[config.mk]
export PLATFORM = sky130hd
export DESIGN_NAME = bist_controller_flat
export DESIGN_NICKNAME = d
export VERILOG_FILES = /design/src/rtl/bist_controller_if.sv /design/src/rtl/bist_controller.sv /design/src/flat_wrapper.sv
export SDC_FILE = /design/constraint.sdc
export NUM_CORES = 1
export LEC_CHECK = 0
export BUFFER_PORTS_ARGS = -buffer_cell sky130_fd_sc_hd__buf_2
export CAP_MARGIN = 30
export CORE_ASPECT_RATIO = 1.4
export CORE_MARGIN = 3
export CORE_UTILIZATION = 50
export CTS_CLUSTER_SIZE = 30
export DETAILED_ROUTE_END_ITERATION = 12
export GPL_TIMING_DRIVEN = 0
export HOLD_SLACK_MARGIN = 0.1
export PLACE_DENSITY = 0.76
export SYNTH_ARGS = -nofsm -noshare
export SYNTH_HDL_FRONTEND = slang
export SYNTH_SLANG_ARGS = --single-unit
[constraint.sdc]
create_clock -name CLK -period 5.85 [get_ports CLK]
set_input_delay 1.17 -clock CLK [delete_from_list [all_inputs] [get_ports CLK]]
set_output_delay 1.17 -clock CLK [all_outputs]
set_load 0.01 [all_outputs]
[src/rtl/bist_controller_if.sv]
// Handshake and status bundle between the logic-BIST sequencer and its
// surroundings (MISR, pattern generator, test host).
interface bist_controller_if #(
    parameter int SIG_W = 12
);
    logic             start;
    logic             abort;
    logic [SIG_W-1:0] hf;
    logic             misr_rst;
    logic             bist_end;
    logic             prpg_en;
    logic             busy;
    logic             done;
    logic             pass;
    logic             fail;

    // Sequencer side
    modport master (
        input  start, abort, hf,
        output misr_rst, bist_end, prpg_en, busy, done, pass, fail
    );

    // Host / MISR / pattern-generator side
    modport slave (
        output start, abort, hf,
        input  misr_rst, bist_end, prpg_en, busy, done, pass, fail
    );
endinterface

[src/rtl/bist_controller.sv]
// Logic-BIST sequencer: resets MISR and pattern generator, runs N_PATTERNS
// test cycles plus one MISR capture cycle, freezes the MISR, then compares
// the signature against GOLDEN and reports pass/fail.
module bist_controller #(
    parameter int                N_PATTERNS = 200,
    parameter int                CNT_W      = 16,
    parameter int                SIG_W      = 12,
    parameter logic [SIG_W-1:0]  GOLDEN     = '0
) (
    input  logic               CLK,
    input  logic               RST,
    bist_controller_if.master  bus
);

    typedef enum logic [2:0] {
        IDLE,
        INIT,
        RUN,
        COMPARE,
        DONE
    } state_t;

    localparam logic [CNT_W-1:0] LAST = CNT_W'(N_PATTERNS);

    state_t           state;
    logic [CNT_W-1:0] count;
    logic             misr_rst_q;
    logic             bist_end_q;
    logic             prpg_en_q;
    logic             busy_q;
    logic             done_q;
    logic             pass_q;
    logic             fail_q;

    // Sequencer FSM; every output is registered to the value the next state
    // decodes to, so outputs change on the same edge as the state.
    always_ff @(posedge CLK or negedge RST) begin
        if (!RST) begin
            state      <= IDLE;
            count      <= '0;
            misr_rst_q <= 1'b1;
            bist_end_q <= 1'b1;
            prpg_en_q  <= 1'b0;
            busy_q     <= 1'b0;
            done_q     <= 1'b0;
            pass_q     <= 1'b0;
            fail_q     <= 1'b0;
        end else begin
            case (state)
                IDLE: begin
                    if (bus.start) begin
                        state  <= INIT;
                        count  <= '0;
                        busy_q <= 1'b1;
                    end
                end

                INIT: begin
                    if (bus.abort) begin
                        state      <= DONE;
                        misr_rst_q <= 1'b0;
                        bist_end_q <= 1'b1;
                        prpg_en_q  <= 1'b0;
                        busy_q     <= 1'b0;
                        done_q     <= 1'b1;
                        pass_q     <= 1'b0;
                        fail_q     <= 1'b1;
                    end else begin
                        state      <= RUN;
                        count      <= '0;
                        misr_rst_q <= 1'b0;
                        bist_end_q <= 1'b0;
                        // First RUN cycle has count 0, always below N_PATTERNS (>= 1)
                        prpg_en_q  <= 1'b1;
                    end
                end

                RUN: begin
                    if (bus.abort) begin
                        state      <= DONE;
                        misr_rst_q <= 1'b0;
                        bist_end_q <= 1'b1;
                        prpg_en_q  <= 1'b0;
                        busy_q     <= 1'b0;
                        done_q     <= 1'b1;
                        pass_q     <= 1'b0;
                        fail_q     <= 1'b1;
                    end else if (count == LAST) begin
                        state      <= COMPARE;
                        bist_end_q <= 1'b1;
                        prpg_en_q  <= 1'b0;
                    end else begin
                        count     <= count + 1'b1;
                        // Registered form of prpg_en = (count < N_PATTERNS)
                        prpg_en_q <= ((count + 1'b1) < LAST);
                    end
                end

                COMPARE: begin
                    state      <= DONE;
                    misr_rst_q <= 1'b0;
                    bist_end_q <= 1'b1;
                    prpg_en_q  <= 1'b0;
                    busy_q     <= 1'b0;
                    done_q     <= 1'b1;
                    if (bus.abort) begin
                        pass_q <= 1'b0;
                        fail_q <= 1'b1;
                    end else begin
                        pass_q <= (bus.hf == GOLDEN);
                        fail_q <= (bus.hf != GOLDEN);
                    end
                end

                DONE: begin
                    // Hold the result until start is released, so a held
                    // start level cannot retrigger a run.
                    if (!bus.start) begin
                        state      <= IDLE;
                        misr_rst_q <= 1'b1;
                        bist_end_q <= 1'b1;
                        prpg_en_q  <= 1'b0;
                        busy_q     <= 1'b0;
                        done_q     <= 1'b0;
                        pass_q     <= 1'b0;
                        fail_q     <= 1'b0;
                    end
                end

                default: begin
                    state      <= IDLE;
                    count      <= '0;
                    misr_rst_q <= 1'b1;
                    bist_end_q <= 1'b1;
                    prpg_en_q  <= 1'b0;
                    busy_q     <= 1'b0;
                    done_q     <= 1'b0;
                    pass_q     <= 1'b0;
                    fail_q     <= 1'b0;
                end
            endcase
        end
    end

    assign bus.misr_rst = misr_rst_q;
    assign bus.bist_end = bist_end_q;
    assign bus.prpg_en  = prpg_en_q;
    assign bus.busy     = busy_q;
    assign bus.done     = done_q;
    assign bus.pass     = pass_q;
    assign bus.fail     = fail_q;

endmodule

[src/flat_wrapper.sv]
// flat-port wrapper written by rule: the top's interface ports become plain ports
module bist_controller_flat 
#(
    parameter int                N_PATTERNS = 200,
    parameter int                CNT_W      = 16,
    parameter int                SIG_W      = 12,
    parameter logic [SIG_W-1:0]  GOLDEN     = '0
)
  (CLK, RST, bus_start, bus_abort, bus_hf, bus_misr_rst, bus_bist_end, bus_prpg_en, bus_busy, bus_done, bus_pass, bus_fail);
  bist_controller_if #(.SIG_W(SIG_W)) bus_i ();
  input  logic CLK;
  input  logic RST;
  input wire logic [$bits(bus_i.start)-1:0] bus_start;
  input wire logic [$bits(bus_i.abort)-1:0] bus_abort;
  input wire logic [$bits(bus_i.hf)-1:0] bus_hf;
  output wire logic [$bits(bus_i.misr_rst)-1:0] bus_misr_rst;
  output wire logic [$bits(bus_i.bist_end)-1:0] bus_bist_end;
  output wire logic [$bits(bus_i.prpg_en)-1:0] bus_prpg_en;
  output wire logic [$bits(bus_i.busy)-1:0] bus_busy;
  output wire logic [$bits(bus_i.done)-1:0] bus_done;
  output wire logic [$bits(bus_i.pass)-1:0] bus_pass;
  output wire logic [$bits(bus_i.fail)-1:0] bus_fail;
  assign bus_i.start = bus_start;
  assign bus_i.abort = bus_abort;
  assign bus_i.hf = bus_hf;
  assign bus_misr_rst = bus_i.misr_rst;
  assign bus_bist_end = bus_i.bist_end;
  assign bus_prpg_en = bus_i.prpg_en;
  assign bus_busy = bus_i.busy;
  assign bus_done = bus_i.done;
  assign bus_pass = bus_i.pass;
  assign bus_fail = bus_i.fail;
  bist_controller #(.N_PATTERNS(N_PATTERNS), .CNT_W(CNT_W), .SIG_W(SIG_W), .GOLDEN(GOLDEN)) u_core (.CLK(CLK), .RST(RST), .bus(bus_i));
endmodule
==> After elaboration in Yosys (flattened, before gate mapping) <==
Cells that the tools add are included.
{ "classes": {"addsub": 1, "mul": 0, "div_mod_pow": 0, "order_cmp": 1, "eq_ne": 13, "n_shift": 0, "muxes": 31, "bitwise_logic": 2, "n_reduce_logical": 13} }
{ "op_table": {"columns": ["cell", "n"], "rows": [
  ["$mux W16", 4],
  ["$pmux W16 S4", 1],
  ["$pmux W1 S4", 6],
  ["$add A16 B1 Y16 const B", 1],
  ["$eq A16 B8 Y1 const B", 1],
  ["$lt A16 B8 Y1 const B", 1],
  ["$mux W3", 5],
  ["$pmux W3 S5", 1],
  ["$reduce_and A3 Y1", 5],
  ["$mux W1", 13],
  ["$logic_not A12 Y1", 1],
  ["$ne A2 B2 Y1 const B", 6],
  ["$reduce_bool A12 Y1", 1],
  ["$eq A3 B2 Y1 const B", 2],
  ["$reduce_or A2 Y1", 3],
  ["$reduce_and A5 Y1", 1],
  ["$eq A3 B1 Y1 const B", 1],
  ["$eq A3 B3 Y1 const B", 1],
  ["$logic_not A3 Y1", 1],
  ["$ne A3 B2 Y1 const B", 1],
  ["$pmux W1 S3", 1],
  ["$ne A2 B1 Y1 const B", 1],
  ["$not A1 Y1", 2],
  ["$reduce_and A2 Y1", 1]
]} }
{ "word_totals": {"ff_bits": 26, "latchBits": 0, "ram_bits": 0, "mem_bits_ro": 0, "out_inout_bits": 7, "elab_cells": 70, "n_memories": 0} }

==> Logic depth before layout (Yosys ltp) <==
{ "logic_depth": {"depth_word": 5, "mapped_depth": 10, "mapped_depth_nobuf": 8} }

==> Least setup slack after synthesis <==
Ideal clock, no wire load.
{ "synth_path": {"path_type": "input to register", "startpoint": "input port bus_start", "endpoint": "register u_core.count[8]", "setup_time_ns": 0.092, "arrival_time_ns": 2.476, "required_time_ns": 5.758, "setup_slack_ns": 3.282, "stages": 7, "path_buffers": 2, "path_cell_list": "or4b_4 > o221ai_2 > o21ai_2 > or2_1 > buf_6 > buf_6 > o31ai_2"} }
{ "synth_between": {"elab_chain_len": 2} }
{ "synth_lines": {"columns": ["element", "line_no", "rtl"], "rows": [
  ["start: declaration", "flat_wrapper.sv:13", "input wire logic [$bits(bus_i.start)-1:0] bus_start;"],
  ["$ne A2 B2 Y1 (no source line)", null, null],
  ["$reduce_and A5 Y1 (no source line)", null, null],
  ["end signal: assignment", "bist_controller.sv:93", "count <= count + 1'b1;"],
  ["end: declaration", "bist_controller.sv:26", "logic [CNT_W-1:0] count;"]
]} }
No other way between the ends.
A chain may end at the register's enable or synchronous reset.

==> Worst setup path after layout <==
{ "layout_path": {"startpoint": "input port bus_start", "endpoint": "register u_core.prpg_en_q, in the netlist u_core.bus.prpg_en"} }
{ "layout_between": {"elab_chain_len": 2} }
{ "layout_lines": {"columns": ["element", "line_no", "rtl"], "rows": [
  ["$ne A2 B2 Y1 (no source line)", null, null],
  ["$reduce_and A2 Y1 (no source line)", null, null],
  ["end signal: assignment", "bist_controller.sv:95", "prpg_en_q <= ((count + 1'b1) < LAST);"],
  ["end: declaration", "bist_controller.sv:29", "logic prpg_en_q;"]
]} }
No other way between the ends.

==> results.json <==
{
  "rsz0062_at_grt": "no",
  "powerDensity_nw_per_um2": 311,
  "first_global_vias": 1473,
  "synthFlopType": "dfrtp_1",
  "syn_to_final_growth_pct": 12.1,
  "power_mw": 0.589,
  "via_per_inst": 6.03,
  "drive_above_1_share": 0.185,
  "syn_area_per_cell_um2": 8.61,
  "skew_ns": 0.0104,
  "port_buffers": 22,
  "p_leak_nw": 0.793,
  "synth_edf_count": 0,
  "h-tree-depth": 1,
  "internal_power_mw": 0.358,
  "synthesis.nets": 214,
  "track_usage": 0.212,
  "hold_end": "u_core.bus.pass",
  "clk_path_buf_depth": 2,
  "clock-sinks": 26,
  "post_cts_resized": 0,
  "ys_seq_area_frac": 0.387,
  "min_period_ns": 2.61,
  "status": "finished clean",
  "final_cell_area_um2": 1890,
  "fp-row-count": 24,
  "cp.required_ns": 6.07,
  "synthAdderAreaFrac": 0.0148,
  "min_from": "u_core.bus.pass",
  "finalMaxSlewViolations": 0,
  "use_met2": 0.389,
  "first_iter_violations": 49,
  "critPathMaxStageDelay_ns": 0.47,
  "syn_inst": 196,
  "fmax_ghz": 0.382,
  "worstPathCellList": "buf_2 > or4b_4 > o221ai_2 > o21ai_2 > or2_1 > buf_6 > a211oi_1 > a41o_1",
  "swShare": 0.392,
  "drt-total-wl_mm": 3.94,
  "power_frac_clock": 0.179,
  "reg2reg_depth": 7,
  "p_seq_frac": 0.398,
  "diodes": 0,
  "clk_latency_ns": 0.27,
  "rrSetupSlack_ns": 3.53,
  "min_path_cells": 2,
  "vdd_ir_drop_max_uv": 184,
  "io_pins": 23,
  "clockRootBuffer": "clkbuf_8",
  "path_delay_family": "simple AND/OR/NAND/NOR gates",
  "num_vias": 1575,
  "finalSetupViolations": 0,
  "start_kind": "input port",
  "cts_buffers": 3,
  "clk_pin_slew_ns": 0.10,
  "postCtsHoldBufs": 0,
  "grt_util_met1": 0.247,
  "cts_tree": "done",
  "hp-class": "reg -> reg",
  "postCtsSetupBuffers": 0,
  "tns_ns": 0,
  "synth_xor_area_frac": 0.0156,
  "place_hpwl_mm": 2.89,
  "synth_top_family_by_area": "simple AND/OR/NAND/NOR gates",
  "crit_type": "in -> reg",
  "drc": 0,
  "p_sw_mw": 0.231,
  "combPwrFrac": 0.423,
  "wl_per_cell_um": 15.1,
  "reg2reg_from": "u_core.count[8]",
  "critPathArrivalTime_ns": 2.83,
  "crit_fanout": 10,
  "start_util": 0.530,
  "min_period_over_period": 0.447,
  "synthArstFlopShare": 1.00,
  "end_kind": "flop",
  "synthSimpleGateAreaFrac": 0.268,
  "grt_pass1_wl_mm": 6.48,
  "dieHeight_um": 74.7,
  "path_buf_inv": 2,
  "timing.slew.headroom": 0.596,
  "synthMuxAreaShare": 0.0185,
  "synthesis.area_um2": 1690,
  "core-area_um2": 3180,
  "dr.pass1.iters": 4,
  "ys_types": 43,
  "synth_warnings": 0,
  "globalRouteOverflowTotal": 0,
  "synth_compound_area_frac": 0.237,
  "ys_ff_latch": 26,
  "finalHoldViolations": 0,
  "busiest_layer": "met2",
  "hold_slack_ns": 0.513,
  "worstMarginPinSlew_ns": 0.606,
  "finalWeightedCongestion": 0.875,
  "final_nets": 241,
  "grt_max_degree": 27,
  "fp.dieW_um": 55.1,
  "critPathSlowestCell": "or4b_4",
  "die-area_um2": 4120,
  "maxCapViolations": 0,
  "gr-usage-met3": 0.0277,
  "antenna_found_initial": 0,
  "place_area_um2": 1850,
  "r2r_end": "u_core.count[5]",
  "ant_nets": 0
}
## power by group through the flow
| stage | clock network, mW | registers, mW | logic [mW] |
|---|---|---|---|
| final | 0.106 | 0.234 | 0.249 |
| after global routing | 0.115 | 0.238 | 0.286 |
| after CTS | 0.109 | 0.235 | 0.253 |
| after detailed placement | 0 | 0.238 | 0.252 |
| after global placement | 0 | 0.236 | 0.248 |
| after floorplan | 0 | 0.243 | 0.168 |
## worst max path at each step
stage               cells past startpoint  startpoint  slack, ns                 end
floorplan                               7   bus_start       3.28     u_core.count[8]
global placement                        8   bus_start       2.93  u_core.bus.prpg_en
detailed placement                      8   bus_start       2.95  u_core.bus.prpg_en
CTS                                     8   bus_start       3.24  u_core.bus.prpg_en
global route                            8   bus_start       3.11  u_core.bus.prpg_en
finish                                  8   bus_start       3.24  u_core.bus.prpg_en
## registers in the layout, summed over array words and instances (netlist names)
register / count
u_core.bus.done: 1
u_core.count: 16
u_core.bus.pass: 1
u_core.bus.bist_end: 1
u_core.bus.busy: 1
u_core.bus.prpg_en: 1
u_core.bus.fail: 1
u_core.state: 3
u_core.bus.misr_rst: 1
## stage by stage
step,setup WS [ns],cells,utilization
final,3.24,261,0.594
after global routing,3.11,261,0.594
after CTS,3.24,261,0.594
after detailed placement,2.95,257,0.580
after global placement,2.93,257,0.580
after floorplan,3.28,196,-
## logic make-up after synthesis
logic type      count (synthesis)
fa+ha+maj                       2
simple gates                   84
mux                             3
buf+inv                        20
xor+xnor                        3
compound gates                 58
flops                          26
## layout by cell type, fill, tap and decap left out, drive strengths merged, types with 2 or more instances in the layout
cell / instances
buf: 26
nand2: 12
o21ai: 24
mux2i: 2
a31oi: 6
dfrtp: 24
clkbuf: 15
nand2b: 6
a21oi: 8
o31ai: 10
nand3: 9
ha: 2
xnor2: 2
nor4: 2
nor4b: 3
nor2b: 3
and4: 3
nor2: 21
and3: 5
o41ai: 3
nand4: 5
nor3: 6
dfstp: 2
and2: 3
inv: 5
## cell type report
class	count	area [um2]
tap	39	48.8
multi-input combinational	150	936
buffer	15	80.1
timing repair buffer	22	110
sequential	26	653
fill	316	1290
clock buffer	4	45.0
inverter	5	18.8
## Yosys cell counts (2+ instances only)
master | instances | share of area
a21oi_1 | 8 | 0.024
nor4b_1 | 3 | 0.016
dfstp_2 | 2 | 0.031
o21ai_0 | 23 | 0.068
nor4_1 | 2 | 0.0074
nand3_1 | 9 | 0.027
a31oi_1 | 6 | 0.022
nor2b_1 | 3 | 0.011
and3_1 | 5 | 0.019
o41ai_1 | 3 | 0.016
nand4_1 | 5 | 0.019
nor2_1 | 21 | 0.047
o31ai_2 | 6 | 0.044
o31ai_1 | 4 | 0.018
buf_6 | 3 | 0.020
dfrtp_1 | 24 | 0.36
nand2b_1 | 6 | 0.022
xnor2_1 | 2 | 0.010
mux2i_1 | 2 | 0.012
inv_1 | 5 | 0.011
nand2_1 | 12 | 0.027
and2_1 | 3 | 0.011
nor3_1 | 6 | 0.018
and4_1 | 3 | 0.016
clkbuf_1 | 11 | 0.024
ha_1 | 2 | 0.015
## metal layers
metal,routed length [um],vias to the layer above,part of all wire
met4,32,0,0.0081
met1,1660,747,0.42
met2,1990,52,0.50
met3,258,5,0.066
met5,0,-,0
li1,-,771,-
## worst reg2reg max path, delay by kind of cell (launching register included)
family,cells,cell delay (ns)
buffers and inverters,2,0.62
AO/OA/AOI/OAI,3,0.64
AND/OR/NAND/NOR,2,0.61
flip-flops,1,0.37
(Power assumes the default switching activity.)
